[config.mk]
export PLATFORM = sky130hd
export DESIGN_NAME = axi4_mem_slave_flat
export DESIGN_NICKNAME = d
export VERILOG_FILES = /design/src/rtl/axi4_mem_slave_if.sv /design/src/rtl/axi4_mem_slave.sv /design/src/flat_wrapper.sv
export SDC_FILE = /design/constraint.sdc
export NUM_CORES = 1
export LEC_CHECK = 0
export BUFFER_PORTS_ARGS = -buffer_cell sky130_fd_sc_hd__clkbuf_2
export CORE_AREA = 2 2 108 110
export DETAILED_ROUTE_END_ITERATION = 12
export DIE_AREA = 0 0 110 112
export PLACE_DENSITY_LB_ADDON = 0.08
export SYNTH_ARGS = -nofsm -noshare
export SYNTH_HDL_FRONTEND = slang
export SYNTH_SLANG_ARGS = --single-unit
export TNS_END_PERCENT = 30
[constraint.sdc]
create_clock -name clk -period 3.45 [get_ports clk]
set_input_delay 0.5175 -clock clk [delete_from_list [all_inputs] [get_ports clk]]
set_output_delay 0.5175 -clock clk [all_outputs]
set_load 0.02 [all_outputs]
[src/rtl/axi4_mem_slave_if.sv]
// rtl/axi4_mem_slave_if.sv - AXI4 slave port plus native memory port bundle for axi4_mem_slave
interface axi4_mem_slave_if #(
  parameter int AXI_ADDR_W = 32,
  parameter int AXI_DATA_W = 32,
  parameter int AXI_ID_W   = 1,
  parameter int AXI_LEN_W  = 8
);
  logic [AXI_ID_W-1:0]     s_axi_awid;
  logic [AXI_ADDR_W-1:0]   s_axi_awaddr;
  logic [AXI_LEN_W-1:0]    s_axi_awlen;
  logic [2:0]              s_axi_awsize;
  logic [1:0]              s_axi_awburst;
  logic                    s_axi_awvalid;
  logic                    s_axi_awready;
  logic [AXI_DATA_W-1:0]   s_axi_wdata;
  logic [AXI_DATA_W/8-1:0] s_axi_wstrb;
  logic                    s_axi_wlast;
  logic                    s_axi_wvalid;
  logic                    s_axi_wready;
  logic [AXI_ID_W-1:0]     s_axi_bid;
  logic [1:0]              s_axi_bresp;
  logic                    s_axi_bvalid;
  logic                    s_axi_bready;
  logic [AXI_ID_W-1:0]     s_axi_arid;
  logic [AXI_ADDR_W-1:0]   s_axi_araddr;
  logic [AXI_LEN_W-1:0]    s_axi_arlen;
  logic [2:0]              s_axi_arsize;
  logic [1:0]              s_axi_arburst;
  logic                    s_axi_arvalid;
  logic                    s_axi_arready;
  logic [AXI_ID_W-1:0]     s_axi_rid;
  logic [AXI_DATA_W-1:0]   s_axi_rdata;
  logic [1:0]              s_axi_rresp;
  logic                    s_axi_rlast;
  logic                    s_axi_rvalid;
  logic                    s_axi_rready;
  logic                    mem_valid;
  logic [AXI_ADDR_W-1:0]   mem_addr;
  logic [AXI_DATA_W-1:0]   mem_wdata;
  logic [AXI_DATA_W/8-1:0] mem_wstrb;
  logic [AXI_DATA_W-1:0]   mem_rdata;
  logic                    mem_ready;

  modport slave (
    input  s_axi_awid, s_axi_awaddr, s_axi_awlen, s_axi_awsize, s_axi_awburst, s_axi_awvalid,
    output s_axi_awready,
    input  s_axi_wdata, s_axi_wstrb, s_axi_wlast, s_axi_wvalid,
    output s_axi_wready,
    output s_axi_bid, s_axi_bresp, s_axi_bvalid,
    input  s_axi_bready,
    input  s_axi_arid, s_axi_araddr, s_axi_arlen, s_axi_arsize, s_axi_arburst, s_axi_arvalid,
    output s_axi_arready,
    output s_axi_rid, s_axi_rdata, s_axi_rresp, s_axi_rlast, s_axi_rvalid,
    input  s_axi_rready,
    output mem_valid, mem_addr, mem_wdata, mem_wstrb,
    input  mem_rdata, mem_ready
  );

  modport master (
    output s_axi_awid, s_axi_awaddr, s_axi_awlen, s_axi_awsize, s_axi_awburst, s_axi_awvalid,
    input  s_axi_awready,
    output s_axi_wdata, s_axi_wstrb, s_axi_wlast, s_axi_wvalid,
    input  s_axi_wready,
    input  s_axi_bid, s_axi_bresp, s_axi_bvalid,
    output s_axi_bready,
    output s_axi_arid, s_axi_araddr, s_axi_arlen, s_axi_arsize, s_axi_arburst, s_axi_arvalid,
    input  s_axi_arready,
    input  s_axi_rid, s_axi_rdata, s_axi_rresp, s_axi_rlast, s_axi_rvalid,
    output s_axi_rready,
    input  mem_valid, mem_addr, mem_wdata, mem_wstrb,
    output mem_rdata, mem_ready
  );
endinterface

[src/rtl/axi4_mem_slave.sv]
// rtl/axi4_mem_slave.sv - AXI4 INCR-burst slave to single-word native memory port
// Optional burst/size/wlast checking with SLVERR responses: define AXI_SLV_ERR_CHECK_EN.
module axi4_mem_slave #(
  parameter int AXI_ADDR_W = 32,
  parameter int AXI_DATA_W = 32,
  parameter int AXI_ID_W   = 1,
  parameter int AXI_LEN_W  = 8
) (
  input logic            clk,
  input logic            rst,
  axi4_mem_slave_if.slave bus
);
`ifdef AXI_SLV_ERR_CHECK_EN
  localparam bit ERR_CHECK = 1'b1;
`else
  localparam bit ERR_CHECK = 1'b0;
`endif
  localparam logic [AXI_ADDR_W-1:0] BEAT_BYTES = AXI_ADDR_W'(AXI_DATA_W / 8);

  typedef enum logic [1:0] {IDLE, WR_DATA, WR_RESP, RD_DATA} state_t;

  state_t                state;
  logic [AXI_ADDR_W-1:0] addr;
  logic [AXI_LEN_W-1:0]  cnt;
  logic                  prio_wr;
  logic                  rd_left;
  logic                  xfer_err;
  logic                  wlast_err;
  logic                  aw_bad, ar_bad, rd_slot, rd_adv, wr_beat, last_beat;

  always_comb begin
    aw_bad    = ERR_CHECK && (bus.s_axi_awburst != 2'b01 || bus.s_axi_awsize != 3'b010);
    ar_bad    = ERR_CHECK && (bus.s_axi_arburst != 2'b01 || bus.s_axi_arsize != 3'b010);
    last_beat = (cnt == '0);
    // A read beat may be fetched only when the R register is empty or draining this cycle.
    rd_slot   = (state == RD_DATA) && rd_left && (!bus.s_axi_rvalid || bus.s_axi_rready);
    rd_adv    = rd_slot && (xfer_err || bus.mem_ready);
    wr_beat   = (state == WR_DATA) && bus.s_axi_wvalid && bus.s_axi_wready;
  end

  assign bus.mem_valid = ((state == WR_DATA) && bus.s_axi_wvalid && (bus.s_axi_wstrb != 4'b0000)
                          && !xfer_err) || (rd_slot && !xfer_err);
  assign bus.mem_addr  = addr;
  assign bus.mem_wdata = bus.s_axi_wdata;
  assign bus.mem_wstrb = ((state == WR_DATA) && !xfer_err) ? bus.s_axi_wstrb : 4'b0000;
  assign bus.s_axi_wready = (state == WR_DATA) &&
                            (xfer_err || (bus.s_axi_wstrb == 4'b0000) || bus.mem_ready);

  always_ff @(posedge clk or posedge rst) begin
    if (rst) begin
      state             <= IDLE;
      addr              <= '0;
      cnt               <= '0;
      prio_wr           <= 1'b1;
      rd_left           <= 1'b0;
      xfer_err          <= 1'b0;
      wlast_err         <= 1'b0;
      bus.s_axi_awready <= 1'b0;
      bus.s_axi_arready <= 1'b0;
      bus.s_axi_bvalid  <= 1'b0;
      bus.s_axi_bresp   <= 2'b00;
      bus.s_axi_bid     <= AXI_ID_W'(0);
      bus.s_axi_rvalid  <= 1'b0;
      bus.s_axi_rdata   <= '0;
      bus.s_axi_rresp   <= 2'b00;
      bus.s_axi_rlast   <= 1'b0;
      bus.s_axi_rid     <= AXI_ID_W'(0);
    end else begin
      case (state)
        IDLE: begin
          // Ready is a registered one-cycle pulse; the request is captured in the pulse cycle.
          if (bus.s_axi_awready) begin
            bus.s_axi_awready <= 1'b0;
            if (bus.s_axi_awvalid) begin
              bus.s_axi_bid <= bus.s_axi_awid;
              addr          <= {bus.s_axi_awaddr[AXI_ADDR_W-1:2], 2'b00};
              cnt           <= bus.s_axi_awlen;
              xfer_err      <= aw_bad;
              wlast_err     <= 1'b0;
              state         <= WR_DATA;
            end
          end else if (bus.s_axi_arready) begin
            bus.s_axi_arready <= 1'b0;
            if (bus.s_axi_arvalid) begin
              bus.s_axi_rid <= bus.s_axi_arid;
              addr          <= {bus.s_axi_araddr[AXI_ADDR_W-1:2], 2'b00};
              cnt           <= bus.s_axi_arlen;
              xfer_err      <= ar_bad;
              rd_left       <= 1'b1;
              state         <= RD_DATA;
            end
          end else if (bus.s_axi_awvalid && (prio_wr || !bus.s_axi_arvalid)) begin
            bus.s_axi_awready <= 1'b1;
            prio_wr           <= ~prio_wr;
          end else if (bus.s_axi_arvalid) begin
            bus.s_axi_arready <= 1'b1;
            prio_wr           <= ~prio_wr;
          end
        end
        WR_DATA: begin
          if (wr_beat) begin
            addr <= addr + BEAT_BYTES;
            cnt  <= cnt - AXI_LEN_W'(1);
            if (ERR_CHECK && (bus.s_axi_wlast != last_beat))
              wlast_err <= 1'b1;
            if (last_beat) begin
              state            <= WR_RESP;
              bus.s_axi_bvalid <= 1'b1;
              bus.s_axi_bresp  <= (xfer_err || wlast_err || (ERR_CHECK && !bus.s_axi_wlast))
                                  ? 2'b10 : 2'b00;
            end
          end
        end
        WR_RESP: begin
          if (bus.s_axi_bready) begin
            bus.s_axi_bvalid <= 1'b0;
            state            <= IDLE;
          end
        end
        RD_DATA: begin
          if (rd_adv) begin
            bus.s_axi_rdata  <= xfer_err ? '0 : bus.mem_rdata;
            bus.s_axi_rresp  <= xfer_err ? 2'b10 : 2'b00;
            bus.s_axi_rvalid <= 1'b1;
            bus.s_axi_rlast  <= last_beat;
            addr             <= addr + BEAT_BYTES;
            cnt              <= cnt - AXI_LEN_W'(1);
            if (last_beat)
              rd_left <= 1'b0;
          end else if (bus.s_axi_rvalid && bus.s_axi_rready) begin
            bus.s_axi_rvalid <= 1'b0;
            bus.s_axi_rlast  <= 1'b0;
            if (bus.s_axi_rlast)
              state <= IDLE;
          end
        end
        default: state <= IDLE;
      endcase
    end
  end
endmodule

[src/flat_wrapper.sv]
// flat-port wrapper written by rule: the top's interface ports become plain ports
module axi4_mem_slave_flat 
#(
  parameter int AXI_ADDR_W = 32,
  parameter int AXI_DATA_W = 32,
  parameter int AXI_ID_W   = 1,
  parameter int AXI_LEN_W  = 8
)
  (clk, rst, bus_s_axi_awid, bus_s_axi_awaddr, bus_s_axi_awlen, bus_s_axi_awsize, bus_s_axi_awburst, bus_s_axi_awvalid, bus_s_axi_awready, bus_s_axi_wdata, bus_s_axi_wstrb, bus_s_axi_wlast, bus_s_axi_wvalid, bus_s_axi_wready, bus_s_axi_bid, bus_s_axi_bresp, bus_s_axi_bvalid, bus_s_axi_bready, bus_s_axi_arid, bus_s_axi_araddr, bus_s_axi_arlen, bus_s_axi_arsize, bus_s_axi_arburst, bus_s_axi_arvalid, bus_s_axi_arready, bus_s_axi_rid, bus_s_axi_rdata, bus_s_axi_rresp, bus_s_axi_rlast, bus_s_axi_rvalid, bus_s_axi_rready, bus_mem_valid, bus_mem_addr, bus_mem_wdata, bus_mem_wstrb, bus_mem_rdata, bus_mem_ready);
  axi4_mem_slave_if #(.AXI_ADDR_W(AXI_ADDR_W), .AXI_DATA_W(AXI_DATA_W), .AXI_ID_W(AXI_ID_W), .AXI_LEN_W(AXI_LEN_W)) bus_i ();
  input logic clk;
  input logic rst;
  input wire logic [$bits(bus_i.s_axi_awid)-1:0] bus_s_axi_awid;
  input wire logic [$bits(bus_i.s_axi_awaddr)-1:0] bus_s_axi_awaddr;
  input wire logic [$bits(bus_i.s_axi_awlen)-1:0] bus_s_axi_awlen;
  input wire logic [$bits(bus_i.s_axi_awsize)-1:0] bus_s_axi_awsize;
  input wire logic [$bits(bus_i.s_axi_awburst)-1:0] bus_s_axi_awburst;
  input wire logic [$bits(bus_i.s_axi_awvalid)-1:0] bus_s_axi_awvalid;
  output wire logic [$bits(bus_i.s_axi_awready)-1:0] bus_s_axi_awready;
  input wire logic [$bits(bus_i.s_axi_wdata)-1:0] bus_s_axi_wdata;
  input wire logic [$bits(bus_i.s_axi_wstrb)-1:0] bus_s_axi_wstrb;
  input wire logic [$bits(bus_i.s_axi_wlast)-1:0] bus_s_axi_wlast;
  input wire logic [$bits(bus_i.s_axi_wvalid)-1:0] bus_s_axi_wvalid;
  output wire logic [$bits(bus_i.s_axi_wready)-1:0] bus_s_axi_wready;
  output wire logic [$bits(bus_i.s_axi_bid)-1:0] bus_s_axi_bid;
  output wire logic [$bits(bus_i.s_axi_bresp)-1:0] bus_s_axi_bresp;
  output wire logic [$bits(bus_i.s_axi_bvalid)-1:0] bus_s_axi_bvalid;
  input wire logic [$bits(bus_i.s_axi_bready)-1:0] bus_s_axi_bready;
  input wire logic [$bits(bus_i.s_axi_arid)-1:0] bus_s_axi_arid;
  input wire logic [$bits(bus_i.s_axi_araddr)-1:0] bus_s_axi_araddr;
  input wire logic [$bits(bus_i.s_axi_arlen)-1:0] bus_s_axi_arlen;
  input wire logic [$bits(bus_i.s_axi_arsize)-1:0] bus_s_axi_arsize;
  input wire logic [$bits(bus_i.s_axi_arburst)-1:0] bus_s_axi_arburst;
  input wire logic [$bits(bus_i.s_axi_arvalid)-1:0] bus_s_axi_arvalid;
  output wire logic [$bits(bus_i.s_axi_arready)-1:0] bus_s_axi_arready;
  output wire logic [$bits(bus_i.s_axi_rid)-1:0] bus_s_axi_rid;
  output wire logic [$bits(bus_i.s_axi_rdata)-1:0] bus_s_axi_rdata;
  output wire logic [$bits(bus_i.s_axi_rresp)-1:0] bus_s_axi_rresp;
  output wire logic [$bits(bus_i.s_axi_rlast)-1:0] bus_s_axi_rlast;
  output wire logic [$bits(bus_i.s_axi_rvalid)-1:0] bus_s_axi_rvalid;
  input wire logic [$bits(bus_i.s_axi_rready)-1:0] bus_s_axi_rready;
  output wire logic [$bits(bus_i.mem_valid)-1:0] bus_mem_valid;
  output wire logic [$bits(bus_i.mem_addr)-1:0] bus_mem_addr;
  output wire logic [$bits(bus_i.mem_wdata)-1:0] bus_mem_wdata;
  output wire logic [$bits(bus_i.mem_wstrb)-1:0] bus_mem_wstrb;
  input wire logic [$bits(bus_i.mem_rdata)-1:0] bus_mem_rdata;
  input wire logic [$bits(bus_i.mem_ready)-1:0] bus_mem_ready;
  assign bus_i.s_axi_awid = bus_s_axi_awid;
  assign bus_i.s_axi_awaddr = bus_s_axi_awaddr;
  assign bus_i.s_axi_awlen = bus_s_axi_awlen;
  assign bus_i.s_axi_awsize = bus_s_axi_awsize;
  assign bus_i.s_axi_awburst = bus_s_axi_awburst;
  assign bus_i.s_axi_awvalid = bus_s_axi_awvalid;
  assign bus_s_axi_awready = bus_i.s_axi_awready;
  assign bus_i.s_axi_wdata = bus_s_axi_wdata;
  assign bus_i.s_axi_wstrb = bus_s_axi_wstrb;
  assign bus_i.s_axi_wlast = bus_s_axi_wlast;
  assign bus_i.s_axi_wvalid = bus_s_axi_wvalid;
  assign bus_s_axi_wready = bus_i.s_axi_wready;
  assign bus_s_axi_bid = bus_i.s_axi_bid;
  assign bus_s_axi_bresp = bus_i.s_axi_bresp;
  assign bus_s_axi_bvalid = bus_i.s_axi_bvalid;
  assign bus_i.s_axi_bready = bus_s_axi_bready;
  assign bus_i.s_axi_arid = bus_s_axi_arid;
  assign bus_i.s_axi_araddr = bus_s_axi_araddr;
  assign bus_i.s_axi_arlen = bus_s_axi_arlen;
  assign bus_i.s_axi_arsize = bus_s_axi_arsize;
  assign bus_i.s_axi_arburst = bus_s_axi_arburst;
  assign bus_i.s_axi_arvalid = bus_s_axi_arvalid;
  assign bus_s_axi_arready = bus_i.s_axi_arready;
  assign bus_s_axi_rid = bus_i.s_axi_rid;
  assign bus_s_axi_rdata = bus_i.s_axi_rdata;
  assign bus_s_axi_rresp = bus_i.s_axi_rresp;
  assign bus_s_axi_rlast = bus_i.s_axi_rlast;
  assign bus_s_axi_rvalid = bus_i.s_axi_rvalid;
  assign bus_i.s_axi_rready = bus_s_axi_rready;
  assign bus_mem_valid = bus_i.mem_valid;
  assign bus_mem_addr = bus_i.mem_addr;
  assign bus_mem_wdata = bus_i.mem_wdata;
  assign bus_mem_wstrb = bus_i.mem_wstrb;
  assign bus_i.mem_rdata = bus_mem_rdata;
  assign bus_i.mem_ready = bus_mem_ready;
  axi4_mem_slave #(.AXI_ADDR_W(AXI_ADDR_W), .AXI_DATA_W(AXI_DATA_W), .AXI_ID_W(AXI_ID_W), .AXI_LEN_W(AXI_LEN_W)) u_core (.clk(clk), .rst(rst), .bus(bus_i));
endmodule
Word-level counts from Yosys, hierarchy flattened
Index checks and enable logic that the tools add are counted.
{"block": "word_totals", "word_cells": 136, "register_bits": 88, "out_inout_bits": 113, "in_bits": 169}
{"block": "classes", "eq_ne": 18, "n_bitwise": 3, "n_mux": 53, "add_sub_neg": 2, "reduce_logical": 44}
{"cell": "32-bit two-way mux", "count": 7}
{"cell": "32-bit case mux with 3 select lines", "count": 1}
{"cell": "8-bit two-way mux", "count": 6}
{"cell": "32-bit by 3-bit adder with 32-bit output (second input constant)", "count": 1}
{"cell": "8-bit case mux with 3 select lines", "count": 1}
{"cell": "1-bit two-way mux", "count": 23}
{"cell": "2-bit two-way mux", "count": 11}
{"cell": "4-bit AND reduction", "count": 4}
{"cell": "1-bit logical AND", "count": 12}
{"cell": "2-bit by 1-bit != test with 1-bit output (second input constant)", "count": 6}
{"cell": "2-bit != test (second input constant)", "count": 6}
{"cell": "6-bit AND reduction", "count": 2}
{"cell": "2-bit nonzero test", "count": 6}
{"cell": "9-bit AND reduction", "count": 1}
{"cell": "8-bit logical NOT", "count": 1}
{"cell": "2-bit case mux with 4 select lines", "count": 1}
{"cell": "8-bit by 1-bit subtractor with 8-bit output (second input constant)", "count": 1}
{"cell": "1-bit logical OR", "count": 6}
{"cell": "2-bit AND reduction", "count": 3}
{"cell": "3-bit AND reduction", "count": 2}
{"cell": "2-bit == test (second input constant)", "count": 2}
{"cell": "4-bit logical NOT", "count": 1}
{"cell": "4-bit two-way mux", "count": 1}
{"cell": "1-bit case mux with 2 select lines", "count": 2}
{"cell": "9 further kinds", "count": 13}

Depth between registers and ports, before layout
{"block": "logic_depth", "depth_word": 7, "depth_mapped": 8}

Least setup slack after synthesis
OpenSTA, ideal clock, no wires.
{"block": "synth_path", "path_kind": "reg-to-reg", "startpoint": "reg u_core.addr[2] (netlist: u_core.bus.mem_addr[2])", "endpoint": "reg u_core.addr[30] (netlist: u_core.bus.mem_addr[30])", "path_buffers": 1, "required_time_ps": 3356, "path_slack_ps": 1539, "arrival_ps": 1817, "path_stages_with_launch": 8, "path_cell_list": "dfrtp_1 -> ha_1 -> and3_1 -> and4_1 -> buf_2 -> and3_4 -> a31o_1 -> a211oi_1"}
{"block": "synth_between", "elab_chain_len": 3}
{"element": "start, declared", "line_no": "axi4_mem_slave.sv:23", "rtl": "logic [AXI_ADDR_W-1:0] addr;"}
{"element": "start signal, assigned", "line_no": "axi4_mem_slave.sv:76", "rtl": "addr <= {bus.s_axi_awaddr[AXI_ADDR_W-1:2], 2'b00};"}
{"element": "start signal, assigned", "line_no": "axi4_mem_slave.sv:86", "rtl": "addr <= {bus.s_axi_araddr[AXI_ADDR_W-1:2], 2'b00};"}
{"element": "start signal, assigned", "line_no": "axi4_mem_slave.sv:102", "rtl": "addr <= addr + BEAT_BYTES;"}
{"element": "32-bit by 3-bit adder with 32-bit output *", "line_no": "axi4_mem_slave.sv:102, axi4_mem_slave.sv:126"}
{"element": "32-bit two-way mux (on tied branches)", "line_no": "axi4_mem_slave.sv:121, axi4_mem_slave.sv:101"}
{"element": "32-bit case mux with 3 select lines *", "line_no": "axi4_mem_slave.sv:69", "rtl": "case (state)"}
Mark *: on every way between the ends. The rest lies on a longest branch, timed or not. The select of a mux whose other input is x is not followed.
A chain may end at the register's enable or synchronous reset.

Worst setup path in the final report
{"block": "layout_path", "startpoint": "reg u_core.bus.s_axi_awready", "endpoint": "reg u_core.addr[29] (netlist: u_core.bus.mem_addr[29])"}
{"block": "layout_between", "elab_chain_len": 2}
{"element": "start, declared", "line_no": "axi4_mem_slave_if.sv:46", "rtl": "output s_axi_awready,"}
{"element": "start signal, assigned", "line_no": "axi4_mem_slave.sv:58", "rtl": "bus.s_axi_awready <= 1'b0;"}
{"element": "start signal, assigned", "line_no": "axi4_mem_slave.sv:73", "rtl": "bus.s_axi_awready <= 1'b0;"}
{"element": "start signal, assigned", "line_no": "axi4_mem_slave.sv:93", "rtl": "bus.s_axi_awready <= 1'b1;"}
{"element": "3-bit by 1-bit != test with 1-bit output (no source line), or another cell as far along"}
{"element": "6-bit AND reduction (no source line) or 32-bit case mux with 3 select lines (tied branches)"}
Several ways; a longest one is shown, not always the timed one.

==> results.txt <==
The hold-fix buffer count after cts came out at 0. In this run, the number of DRC markers left after iteration 0 of detailed routing was 191. After routing, the total negative slack on setup checks comes to 0 ns. The placer congestion estimate came out at 0.815. The leading register cell type out of synthesis is dfrtp_1.

The repair_antennas step left the layout with diodes totalling 0. TritonCTS built the clock tree. The post-synthesis async set-or-reset flop share is 1.00. The width of the die came out at 110 µm. Of the total synthesized cell area, the portion taken by AND, OR, NAND and NOR gates is 0.238. The mapped cell area is 4960 µm². The worst setup path is launched from a register. The die extent in y is 112 µm. The number of enable-type register cells in the synthesized netlist came out at 0. The number of nets with antenna violations after detailed routing is 0. The tightest slew margin relative to the limit came out at 0.570.

Compared with the post-synthesis result, the final layout area differs by 22.1%. The overall overflow remaining after global route is 0. Dividing the synthesized area by the synthesized cell count gives 8.52 µm². The remaining design rule violation count came out at 0.

The static leakage power came out at 0.00307 µW. The multiplexer share of the synthesized area is 0.0830. The critical path is of the reg -> reg type. The first global-routing pass estimated 21.2 mm of wire. The power density of the placed cells came out at 900 nW/µm².

The ratio of routed vias to standard cells came out at 5.37. The deepest level of the CTS H-tree came out at 3. Entering global routing, the biggest net connects 49 pins. The routed wire length came out at 13.2 mm. The area fraction in compound gates after synthesis came out at 0.162. The via count of the first global-routing pass is 4421. The tightest min-delay check is of the in -> async type. The time the worst path needs with I/O delays and setup is 2.40 ns.

The number of buffers between clock root and the deepest sink is 2. The smallest hold slack came out at 0.164 ns. The post-synthesis instance total came out at 582.

The worst setup path is captured at a register. The slowest stage of the critical path belongs to the cell dfrtp_2. Input and output buffers added on the ports amount to 196.

For this run, the share of the core covered by cells in the final layout is 0.542. The number of antenna violations at the first check in global routing is 0. In the global route stage, overall resource usage came out at 0.216.

The required time of the critical path came out at 3.68 ns. The cell that appears most often on the critical path is a211o_1. By area the synthesized netlist is led by dfrtp_1 (40%), nand2_1 (9.5%), mux2_2 (7.5%), buf_4 (6.1%), o22ai_1 (3.5%). The starting utilization of the core area came out at 0.444. The floorplan has 39 rows. For the worst setup path, the data arrival time is 2.63 ns. The part of the Yosys area used for sequential elements is 0.409.

The gate family responsible for the most delay along the worst path is compound AO/OA/AOI/OAI gates. The maximum frequency from static timing analysis is 416 MHz. After legalization and detailed placement, the total HPWL measured 9.37 mm.

Clock-pin slew was measured on the worst setup and hold paths at 0.07 ns. The transition time at the pin with the least slew margin came out at 0.640 ns. The number of ports placed on the die boundary came out at 282. By instance count, the leading cell after synthesis is nand2_1.

In the final routed layout, each cell accounts on average for 15.2 µm. After synthesis, the most frequently instantiated cells are nand2_1 (125), dfrtp_1 (80), buf_4 (40). Setup repair after global routing left no endpoint under its margin. The tree built by TritonCTS fans out to 81 sinks. The number of gates resized after CTS was 0.

The routed layout has 4688 vias. The number of hold violations in the final report came out at 0. The count of final max-slew check failures is 0. The largest family of logic cells by synthesized area is simple AND/OR/NAND/NOR gates.

The adder and majority cell fraction of the synthesized area came out at 0.00757. The maximum clock skew at final layout is 0.0115 ns. The cell sitting at the root of the clock tree is a clkbuf_16. The synthesized netlist contains 47 unique library cells.

The fraction of the cycle the final worst path needs is 0.696. The number of buffers added by the clock tree synthesis step came out at 9. For this run, the number of Yosys warnings is 0. Of all nets on the critical path, the largest fanout is 35.

The biggest cell delay along the critical path is 0.54 ns. The total number of nets in the final design came out at 897. The cell type contributing the most total cell area after synthesis is dfrtp_1. The die footprint came out at 12300 µm². The top-area cell type share of the netlist area is 0.404. Across the VDD grid, the largest voltage drop is 386 µV.

Synthesis inferred 81 register bits. Traced cell by cell, the critical path runs through nand3b_1 > a211o_1 > and3_1 > buf_4 > and2_0 > a211o_1. Setup violations remaining at the end of the flow were counted as 0.

The run finished with clean final reports. The placeable core region is 11200 µm². The share of final-layout standard cells stronger than drive strength 1 came out at 0.375. At the later pin of the worst-skew pair, clock insertion delay measures 0.34 ns. Max-cap violations in this run came to 0. The total buffers and inverters traversed by the critical path came out at 1. For this run, the detailed router's first-pass iteration total came to 4. The buffers inserted during post-CTS setup optimization came out at 0. The xor/xnor cell area share of the yosys netlist came out at 0.00177.
## layout make-up
class / instances / area (µm²)
timing repair buffer: 205 / 1050
inverter: 6 / 23.8
clock inverter: 7 / 81.3
multi-input combinational: 422 / 2460
fill: 1104 / 5120
sequential: 81 / 2030
tap: 143 / 179
clock buffer: 9 / 225
## metrics by stage
step | cells | power, µW | area, µm² | setup WS [ns]
after detailed placement | 857 | 4480 | 5750 | 1.04
after CTS | 873 | 5490 | 6050 | 1.03
after floorplan | 587 | 3710 | 4980 | 0.854
after global placement | 857 | 4420 | 5750 | 1.08
final | 873 | 5450 | 6050 | 1.05
after global routing | 873 | 5860 | 6050 | 0.893
## per-layer routing
| layer | global-route usage | vias up | part of all wire |
|---|---|---|---|
| li1 | - | 2307 | - |
| met1 | 0.292 | 2197 | 0.45 |
| met2 | 0.347 | 158 | 0.48 |
| met5 | 0 | - | 0 |
| met3 | 0.0357 | 26 | 0.059 |
| met4 | 0.0776 | 0 | 0.016 |
## where the power goes
| part | internal (µW) | switching, µW |
|---|---|---|
| Combinational | 1020 | 1560 |
| Clock | 574 | 418 |
| Sequential | 1390 | 487 |
| Total | 2990 | 2460 |
## cell usage in the layout (no fill, tap or decap), types with 10 or more instances in the layout
master / Yosys / layout
and4_1: 12 / 12
o22ai_1: 28 / 28
nand2_1: 125 / 125
o21ai_0: 12 / 12
a21oi_1: 30 / 30
dfrtp_1: 80 / 78
o21ai_1: 20 / 20
nand4_1: 10 / 10
nor2_1: 18 / 18
and3_1: 18 / 18
clkbuf_2: 0 / 196
nand3_1: 17 / 17
nor3_1: 16 / 16
mux2_2: 33 / 33
## logic make-up (layout without fill, tap and decap cells)
group | Yosys count | after routing
buffers and inverters | 84 | 227
xor gates and xnor gates | 1 | 1
AOI/OAI and AO/OA | 130 | 130
and+or+nand+nor | 245 | 245
other | 1 | 6
muxes | 37 | 37
adders and majority gates | 3 | 3
DFF | 81 | 81
## registers in the layout, indices dropped and copies added (netlist names)
register	cells
u_core.bus.s_axi_bid	1
u_core.bus.s_axi_rid	1
u_core.cnt	8
u_core.bus.s_axi_rvalid	1
u_core.bus.s_axi_arready	1
u_core.state	2
u_core.prio_wr	1
u_core.bus.s_axi_rlast	1
u_core.bus.s_axi_rdata	32
u_core.bus.mem_addr	30
u_core.bus.s_axi_bvalid	1
u_core.rd_left	1
u_core.bus.s_axi_awready	1
## final timing paths
| kind | start | end | slack (ns) | cells after the start |
|---|---|---|---|---|
| min in group clk | bus_mem_rdata[1] | u_core.bus.s_axi_rdata[1] | 0.36 | 3 |
| setup / recovery | u_core.bus.s_axi_awready | u_core.bus.mem_addr[29] | 1.05 | 6 |
| setup reg to reg | u_core.bus.s_axi_awready | u_core.bus.mem_addr[29] | 1.05 | 6 |
| hold / removal | rst | u_core.bus.s_axi_rdata[1] | 0.16 | 2 |
| max in group asynchronous | rst | u_core.prio_wr | 2.50 | 3 |
| hold reg to reg | u_core.bus.s_axi_rdata[29] | u_core.bus.s_axi_rdata[29] | 0.47 | 2 |
Note: power is estimated with default switching activity, not from simulation.
